## config.mk

```make
export PLATFORM = sky130hd
export DESIGN_NAME = mem_access_flat
export DESIGN_NICKNAME = d
export VERILOG_FILES = /design/src/rtl/mem_access_if.sv /design/src/rtl/mem_access.sv /design/src/flat_wrapper.sv
export SDC_FILE = /design/constraint.sdc
export NUM_CORES = 1
export LEC_CHECK = 0
export ABC_CLOCK_PERIOD_IN_PS = 5300
export CORE_MARGIN = 2
export CORE_UTILIZATION = 43
export CTS_CLUSTER_DIAMETER = 30
export CTS_CLUSTER_SIZE = 8
export DETAILED_ROUTE_END_ITERATION = 10
export PLACE_DENSITY = 0.78
export SKIP_CTS_REPAIR_TIMING = 1
export SYNTH_ARGS = -nofsm -noshare
export SYNTH_HDL_FRONTEND = slang
export SYNTH_SLANG_ARGS = --single-unit
```

## constraint.sdc

```tcl
create_clock -name clk -period 5.3 [get_ports clk]
set_input_delay 0.795 -clock clk [delete_from_list [all_inputs] [get_ports clk]]
set_output_delay 0.795 -clock clk [all_outputs]
set_load 0.005 [all_outputs]
```

## src/rtl/mem_access_if.sv

```systemverilog
// mem_access_if: EX-side record, data-RAM handshake and write-back record of the memory stage.
interface mem_access_if;
    logic        in_valid;
    logic [31:0] result_in;
    logic        write_reg_en_in;
    logic [4:0]  write_reg_addr_in;
    logic [2:0]  mem_op;
    logic [31:0] mem_wdata;
    logic        ram_en;
    logic [3:0]  ram_we;
    logic [31:0] ram_addr;
    logic [31:0] ram_wdata;
    logic [31:0] ram_rdata;
    logic        ram_ready;
    logic        stall_req;
    logic        wb_valid;
    logic [31:0] result_out;
    logic        write_reg_en_out;
    logic [4:0]  write_reg_addr_out;
    logic        addr_err;
    modport master (
        input  in_valid, result_in, write_reg_en_in, write_reg_addr_in, mem_op, mem_wdata,
        input  ram_rdata, ram_ready,
        output ram_en, ram_we, ram_addr, ram_wdata, stall_req,
        output wb_valid, result_out, write_reg_en_out, write_reg_addr_out, addr_err
    );
    modport slave (
        output in_valid, result_in, write_reg_en_in, write_reg_addr_in, mem_op, mem_wdata,
        output ram_rdata, ram_ready,
        input  ram_en, ram_we, ram_addr, ram_wdata, stall_req,
        input  wb_valid, result_out, write_reg_en_out, write_reg_addr_out, addr_err
    );
endinterface

```

## src/rtl/mem_access.sv

```systemverilog
// mem_access: memory stage; RAM request/ready handshake, load extension and registered MEM/WB record.
module mem_access (
    input logic clk,
    input logic rst,
    mem_access_if.master bus
);
    localparam logic [2:0] OP_LB = 3'b001, OP_LBU = 3'b010, OP_LH = 3'b011, OP_LHU = 3'b100,
                           OP_LW = 3'b101, OP_SB = 3'b110, OP_SW = 3'b111;
    typedef enum logic {IDLE, WAIT} state_t;
    state_t st, st_nx;
    logic [2:0]  op_q, op;
    logic [31:0] addr_q, wdata_q, addr, wdata, load_v;
    logic        en_q, en, in_wait, is_mem, is_store, is_load, aligned, accept, misalign, req, done;
    logic [4:0]  dest_q, dest;
    logic [7:0]  byte_v;
    logic [15:0] half_v;
    // In WAIT the bus and completion come from the latched copy so upstream may change freely.
    always_comb begin
        in_wait = st == WAIT;
        op = in_wait ? op_q : bus.mem_op;
        addr = in_wait ? addr_q : bus.result_in;
        wdata = in_wait ? wdata_q : bus.mem_wdata;
        en = in_wait ? en_q : bus.write_reg_en_in;
        dest = in_wait ? dest_q : bus.write_reg_addr_in;
        is_mem = op != 3'b000;
        is_store = op[2] & op[1];
        is_load = is_mem & ~is_store;
        aligned = (op == OP_LH || op == OP_LHU) ? ~addr[0] :
                  (op == OP_LW || op == OP_SW) ? addr[1:0] == 2'b00 : 1'b1;
        accept = ~in_wait & bus.in_valid & is_mem & aligned;
        misalign = ~in_wait & bus.in_valid & is_mem & ~aligned;
        req = ~rst & (accept | in_wait);
        done = req & bus.ram_ready;
        bus.ram_en = req;
        bus.ram_addr = req ? {addr[31:2], 2'b00} : 32'h0;
        bus.ram_we = ~(req & is_store) ? 4'b0000 : op == OP_SB ? 4'b0001 << addr[1:0] : 4'b1111;
        bus.ram_wdata = ~(req & is_store) ? 32'h0 : op == OP_SB ? {4{wdata[7:0]}} : wdata;
        bus.stall_req = req & ~bus.ram_ready;
        byte_v = 8'(bus.ram_rdata >> {addr[1:0], 3'b000});
        half_v = addr[1] ? bus.ram_rdata[31:16] : bus.ram_rdata[15:0];
        load_v = op == OP_LB  ? {{24{byte_v[7]}}, byte_v} :
                 op == OP_LBU ? {24'h0, byte_v} :
                 op == OP_LH  ? {{16{half_v[15]}}, half_v} :
                 op == OP_LHU ? {16'h0, half_v} : bus.ram_rdata;
        st_nx = (accept & ~bus.ram_ready) ? WAIT : (in_wait & bus.ram_ready) ? IDLE : st;
    end
    always_ff @(posedge clk or posedge rst) begin
        if (rst) begin
            st <= IDLE;
            op_q <= 3'b000;
            addr_q <= 32'h0;
            wdata_q <= 32'h0;
            en_q <= 1'b0;
            dest_q <= 5'd0;
            bus.wb_valid <= 1'b0;
            bus.result_out <= 32'h0;
            bus.write_reg_en_out <= 1'b0;
            bus.write_reg_addr_out <= 5'd0;
            bus.addr_err <= 1'b0;
        end else begin
            st <= st_nx;
            bus.addr_err <= misalign;
            if (accept) begin
                op_q <= op;
                addr_q <= addr;
                wdata_q <= wdata;
                en_q <= en;
                dest_q <= dest;
            end
            if (done) begin
                bus.wb_valid <= 1'b1;
                bus.result_out <= is_load ? load_v : addr;
                bus.write_reg_en_out <= is_load & en;
                bus.write_reg_addr_out <= dest;
            end else if (~in_wait & bus.in_valid & ~is_mem) begin
                bus.wb_valid <= 1'b1;
                bus.result_out <= bus.result_in;
                bus.write_reg_en_out <= bus.write_reg_en_in;
                bus.write_reg_addr_out <= bus.write_reg_addr_in;
            end else begin
                bus.wb_valid <= 1'b0;
                bus.write_reg_en_out <= 1'b0;
            end
        end
    end
endmodule
```

## src/flat_wrapper.sv

```systemverilog
// flat-port wrapper written by rule: the top's interface ports become plain ports
module mem_access_flat 
  (clk, rst, bus_in_valid, bus_result_in, bus_write_reg_en_in, bus_write_reg_addr_in, bus_mem_op, bus_mem_wdata, bus_ram_rdata, bus_ram_ready, bus_ram_en, bus_ram_we, bus_ram_addr, bus_ram_wdata, bus_stall_req, bus_wb_valid, bus_result_out, bus_write_reg_en_out, bus_write_reg_addr_out, bus_addr_err);
  mem_access_if bus_i ();
  input logic clk;
  input logic rst;
  input wire logic [$bits(bus_i.in_valid)-1:0] bus_in_valid;
  input wire logic [$bits(bus_i.result_in)-1:0] bus_result_in;
  input wire logic [$bits(bus_i.write_reg_en_in)-1:0] bus_write_reg_en_in;
  input wire logic [$bits(bus_i.write_reg_addr_in)-1:0] bus_write_reg_addr_in;
  input wire logic [$bits(bus_i.mem_op)-1:0] bus_mem_op;
  input wire logic [$bits(bus_i.mem_wdata)-1:0] bus_mem_wdata;
  input wire logic [$bits(bus_i.ram_rdata)-1:0] bus_ram_rdata;
  input wire logic [$bits(bus_i.ram_ready)-1:0] bus_ram_ready;
  output wire logic [$bits(bus_i.ram_en)-1:0] bus_ram_en;
  output wire logic [$bits(bus_i.ram_we)-1:0] bus_ram_we;
  output wire logic [$bits(bus_i.ram_addr)-1:0] bus_ram_addr;
  output wire logic [$bits(bus_i.ram_wdata)-1:0] bus_ram_wdata;
  output wire logic [$bits(bus_i.stall_req)-1:0] bus_stall_req;
  output wire logic [$bits(bus_i.wb_valid)-1:0] bus_wb_valid;
  output wire logic [$bits(bus_i.result_out)-1:0] bus_result_out;
  output wire logic [$bits(bus_i.write_reg_en_out)-1:0] bus_write_reg_en_out;
  output wire logic [$bits(bus_i.write_reg_addr_out)-1:0] bus_write_reg_addr_out;
  output wire logic [$bits(bus_i.addr_err)-1:0] bus_addr_err;
  assign bus_i.in_valid = bus_in_valid;
  assign bus_i.result_in = bus_result_in;
  assign bus_i.write_reg_en_in = bus_write_reg_en_in;
  assign bus_i.write_reg_addr_in = bus_write_reg_addr_in;
  assign bus_i.mem_op = bus_mem_op;
  assign bus_i.mem_wdata = bus_mem_wdata;
  assign bus_i.ram_rdata = bus_ram_rdata;
  assign bus_i.ram_ready = bus_ram_ready;
  assign bus_ram_en = bus_i.ram_en;
  assign bus_ram_we = bus_i.ram_we;
  assign bus_ram_addr = bus_i.ram_addr;
  assign bus_ram_wdata = bus_i.ram_wdata;
  assign bus_stall_req = bus_i.stall_req;
  assign bus_wb_valid = bus_i.wb_valid;
  assign bus_result_out = bus_i.result_out;
  assign bus_write_reg_en_out = bus_i.write_reg_en_out;
  assign bus_write_reg_addr_out = bus_i.write_reg_addr_out;
  assign bus_addr_err = bus_i.addr_err;
  mem_access u_core (.clk(clk), .rst(rst), .bus(bus_i));
endmodule
```

==> metrics.cfg <==
[clock_network]
clockRootBuffer=clkbuf_16
clk_pin_slew_ns=0.05
clk_latency_ns=0.42
htree_levels=4
clkSinkCount=114
tritoncts=built
cts_buffers=17
ctsLongestPathBuffers=2

[sta]
worst_slew_pin_slew_ns=0.877
hold_ws_ns=0.504
fmax_ghz=0.222
layout_min_cycle_time_ns=4.50
finalSetupTns_ns=0
slew_violations=0
clock_skew_ns=0.00728
max-slew-margin-rel=0.415
hold_viol_final=0
period_share=0.849
setup-violations-final=0
rsz0062_at_grt=false

[critical_path]
cp.required_ns=4.51
worstSetupPathType=flop to output port
crit_fanout=25
crit_path_end_kind=output port
critPathSlowestCell=dfrtp_4
start_kind=flop
crit_top_cell=buf_4
ff2ff_path_depth=8
crit_chain=buf_4 > mux2i_1 > buf_4 > nor2_1 > nand2_1 > buf_4 > o21ai_0 > a21oi_1 > clkdlybuf4s50_1
max_stage_delay_ns=0.70
cp.arrival_ns=3.71

[drt]
drt-total-wl_um=21800
drcViolationCount=0
postRouteAntennaNets=0
via_per_inst=5.68
first_iter_violations=500
via_count=6340
wl_per_cell_um=19.6
drtPass1Iterations=6

[die]
io-pin-count=219
start_util=0.439
dieArea_mm2=0.0172
core_area_mm2=0.0158
fp.dieH_um=131
fp.dieW_um=131
num_rows=46

[logic_synthesis]
synth_edf_count=0
syn_inst=688
yosysTopAreaCellShare=0.410
yosys_warnings=0
ys_types=53
synth_seq_cells=114
yosys.area.top_type=dfrtp_1
ys_top_cells_by_area=dfrtp_1, mux2i_1, mux2_2
synthesis.area_mm2=0.00695
synth-main-ff-cell=dfrtp_1
ys_async_sr_fraction=1.00
syn_area_per_cell_um2=10.1
ys_seq_area_frac=0.410

[placement]
dp_cells=1084
portBuffers=216
hpwl_um=15300
place_congestion=0.898

[layout]
nets=996
drive_above_1_share=0.163
final_cells=1116
final_util=0.620
diodes=0
area_growth_pct=41.2

[grt]
grt_first_pass_wirelength_um=34300
grt_start_max_net_pins=70
grt_usage=0.252
grt-ovfl-total=0
grt_pass1_vias=6134
antenna_found_initial=1

[power_and_ir_drop]
p_leak_nw=3.80
ir_drop_uv=218
p_per_area_mw_per_mm2=413

[status]
status=completed

[min_path]
hold_class=flop to flop
min_path_cells=1

[flow_run]
maxCapViolations=0

==> cells in the mapped netlist, drive strengths merged (2+ instances only) <==
cell type	instances
o2bb2ai	5
o21a	6
nand3	9
o21ai	66
nor3	5
o311a	2
buf	39
mux2	58
o22ai	8
dfrtp	114
nor2b	4
nor4	2
a31oi	4
clkbuf	16
a221o	25
a22oi	10
nor2	82
inv	15
a21oi	69
mux2i	100
o22a	5
nand2	24
==> placed cells by master, fill, tap and decap left out, types with 2 or more instances in the layout <==
| cell type | netlist | layout |
|---|---|---|
| inv_1 | 14 | 13 |
| nor2_1 | 82 | 82 |
| buf_4 | 10 | 17 |
| a31oi_1 | 4 | 4 |
| nor3_1 | 4 | 4 |
| conb_1 | 1 | 2 |
| mux2_4 | 8 | 8 |
| clkbuf_8 | 0 | 3 |
| o21ai_2 | 0 | 2 |
| o21ai_0 | 38 | 38 |
| mux2_2 | 50 | 50 |
| mux2i_1 | 97 | 97 |
| inv_6 | 0 | 2 |
| nor2b_1 | 4 | 4 |
| o2bb2ai_1 | 5 | 5 |
| clkinv_2 | 0 | 4 |
| a21oi_2 | 22 | 23 |
| clkinvlp_4 | 0 | 5 |
| a21oi_1 | 47 | 46 |
| a22oi_1 | 10 | 10 |
| o21a_1 | 6 | 6 |
| o21ai_1 | 28 | 26 |
| o22a_1 | 5 | 5 |
| clkbuf_16 | 0 | 17 |
| a221o_1 | 25 | 25 |
| clkdlybuf4s50_1 | 0 | 216 |
| mux2i_4 | 2 | 2 |
| nand2_1 | 24 | 24 |
| nand3_1 | 9 | 9 |
| o22ai_1 | 8 | 8 |
| dfrtp_1 | 114 | 113 |
==> area by class of cell <==
type,instances,area [um^2]
fillers,1300,6010
multi-input cells,505,3750
flip-flops and latches,114,2860
repair buffers,234,2310
clock buffers,20,467
well taps,216,270
clock inverters,12,106
inverters,15,60.1
==> through the flow <==
step                      worst slack (ns)  power [mW]  instance area, um^2
after detailed placement             0.812        2.95                 9240
after floorplan                      0.876        2.32                 6960
after global placement               0.933        2.90                 9240
after CTS                            0.797        4.07                 9820
after global routing                 0.521        4.28                 9820
final                                0.798        4.06                 9820
==> flip-flops by register name (all words and copies together) (netlist names) <==
name	cells
u_core.dest_q	5
u_core.bus.addr_err	1
u_core.in_wait	1
u_core.bus.wb_valid	1
u_core.en_q	1
u_core.bus.write_reg_addr_out	5
u_core.bus.result_out	32
u_core.bus.write_reg_en_out	1
u_core.wdata_q	32
u_core.op_q	3
u_core.addr_q	32
==> worst paths after layout <==
path	startpoint	end	slack, ns
max	u_core.in_wait$_DFFE_PP0P_	bus_ram_wdata[24]	0.80
min	u_core.wdata_q[22]$_DFFE_PP0P_	u_core.wdata_q[22]$_DFFE_PP0P_	0.50
max reg2reg	u_core.in_wait$_DFFE_PP0P_	u_core.addr_q[16]$_DFFE_PP0P_	1.40
min reg2reg	u_core.wdata_q[22]$_DFFE_PP0P_	u_core.wdata_q[22]$_DFFE_PP0P_	0.50
max in group asynchronous	rst	u_core.in_wait$_DFFE_PP0P_	2.99
min in group asynchronous	rst	u_core.bus.result_out[0]$_DFFE_PP0P_	0.97
==> power breakdown <==
part,internal (mW),switching (mW),total [mW]
sequential,1.23,0.212,1.45
clock,0.680,0.427,1.11
combinational,0.794,0.710,1.50
total,2.71,1.35,4.06
==> worst max-delay path: cells and delay by family (launching register included) <==
| kind | cells | cell delay [ns] |
|---|---|---|
| compound gates | 2 | 0.32 |
| buf+inv | 4 | 1.50 |
| flops | 1 | 0.70 |
| mux | 1 | 0.23 |
| simple gates | 2 | 0.51 |
==> layer usage <==
| metal | track usage | vias up | wire length, um |
|---|---|---|---|
| met1 | 0.342 | 3057 | 9450 |
| met2 | 0.390 | 293 | 10200 |
| met4 | 0.112 | 2 | 747 |
| li1 | - | 2941 | - |
| met5 | 0 | - | 13 |
| met3 | 0.0536 | 47 | 1460 |
==> logic make-up after synthesis <==
family                    count (synthesis)  synth area share
xor gates and xnor gates                  1           0.00126
DFF                                     114             0.410
other                                     1          0.000539
buffers and inverters                    70            0.0544
muxes                                   158             0.246
and+or+nand+nor                         134            0.0826
AOI/OAI and AO/OA                       210             0.204
Power figures use the tool's default switching activity.
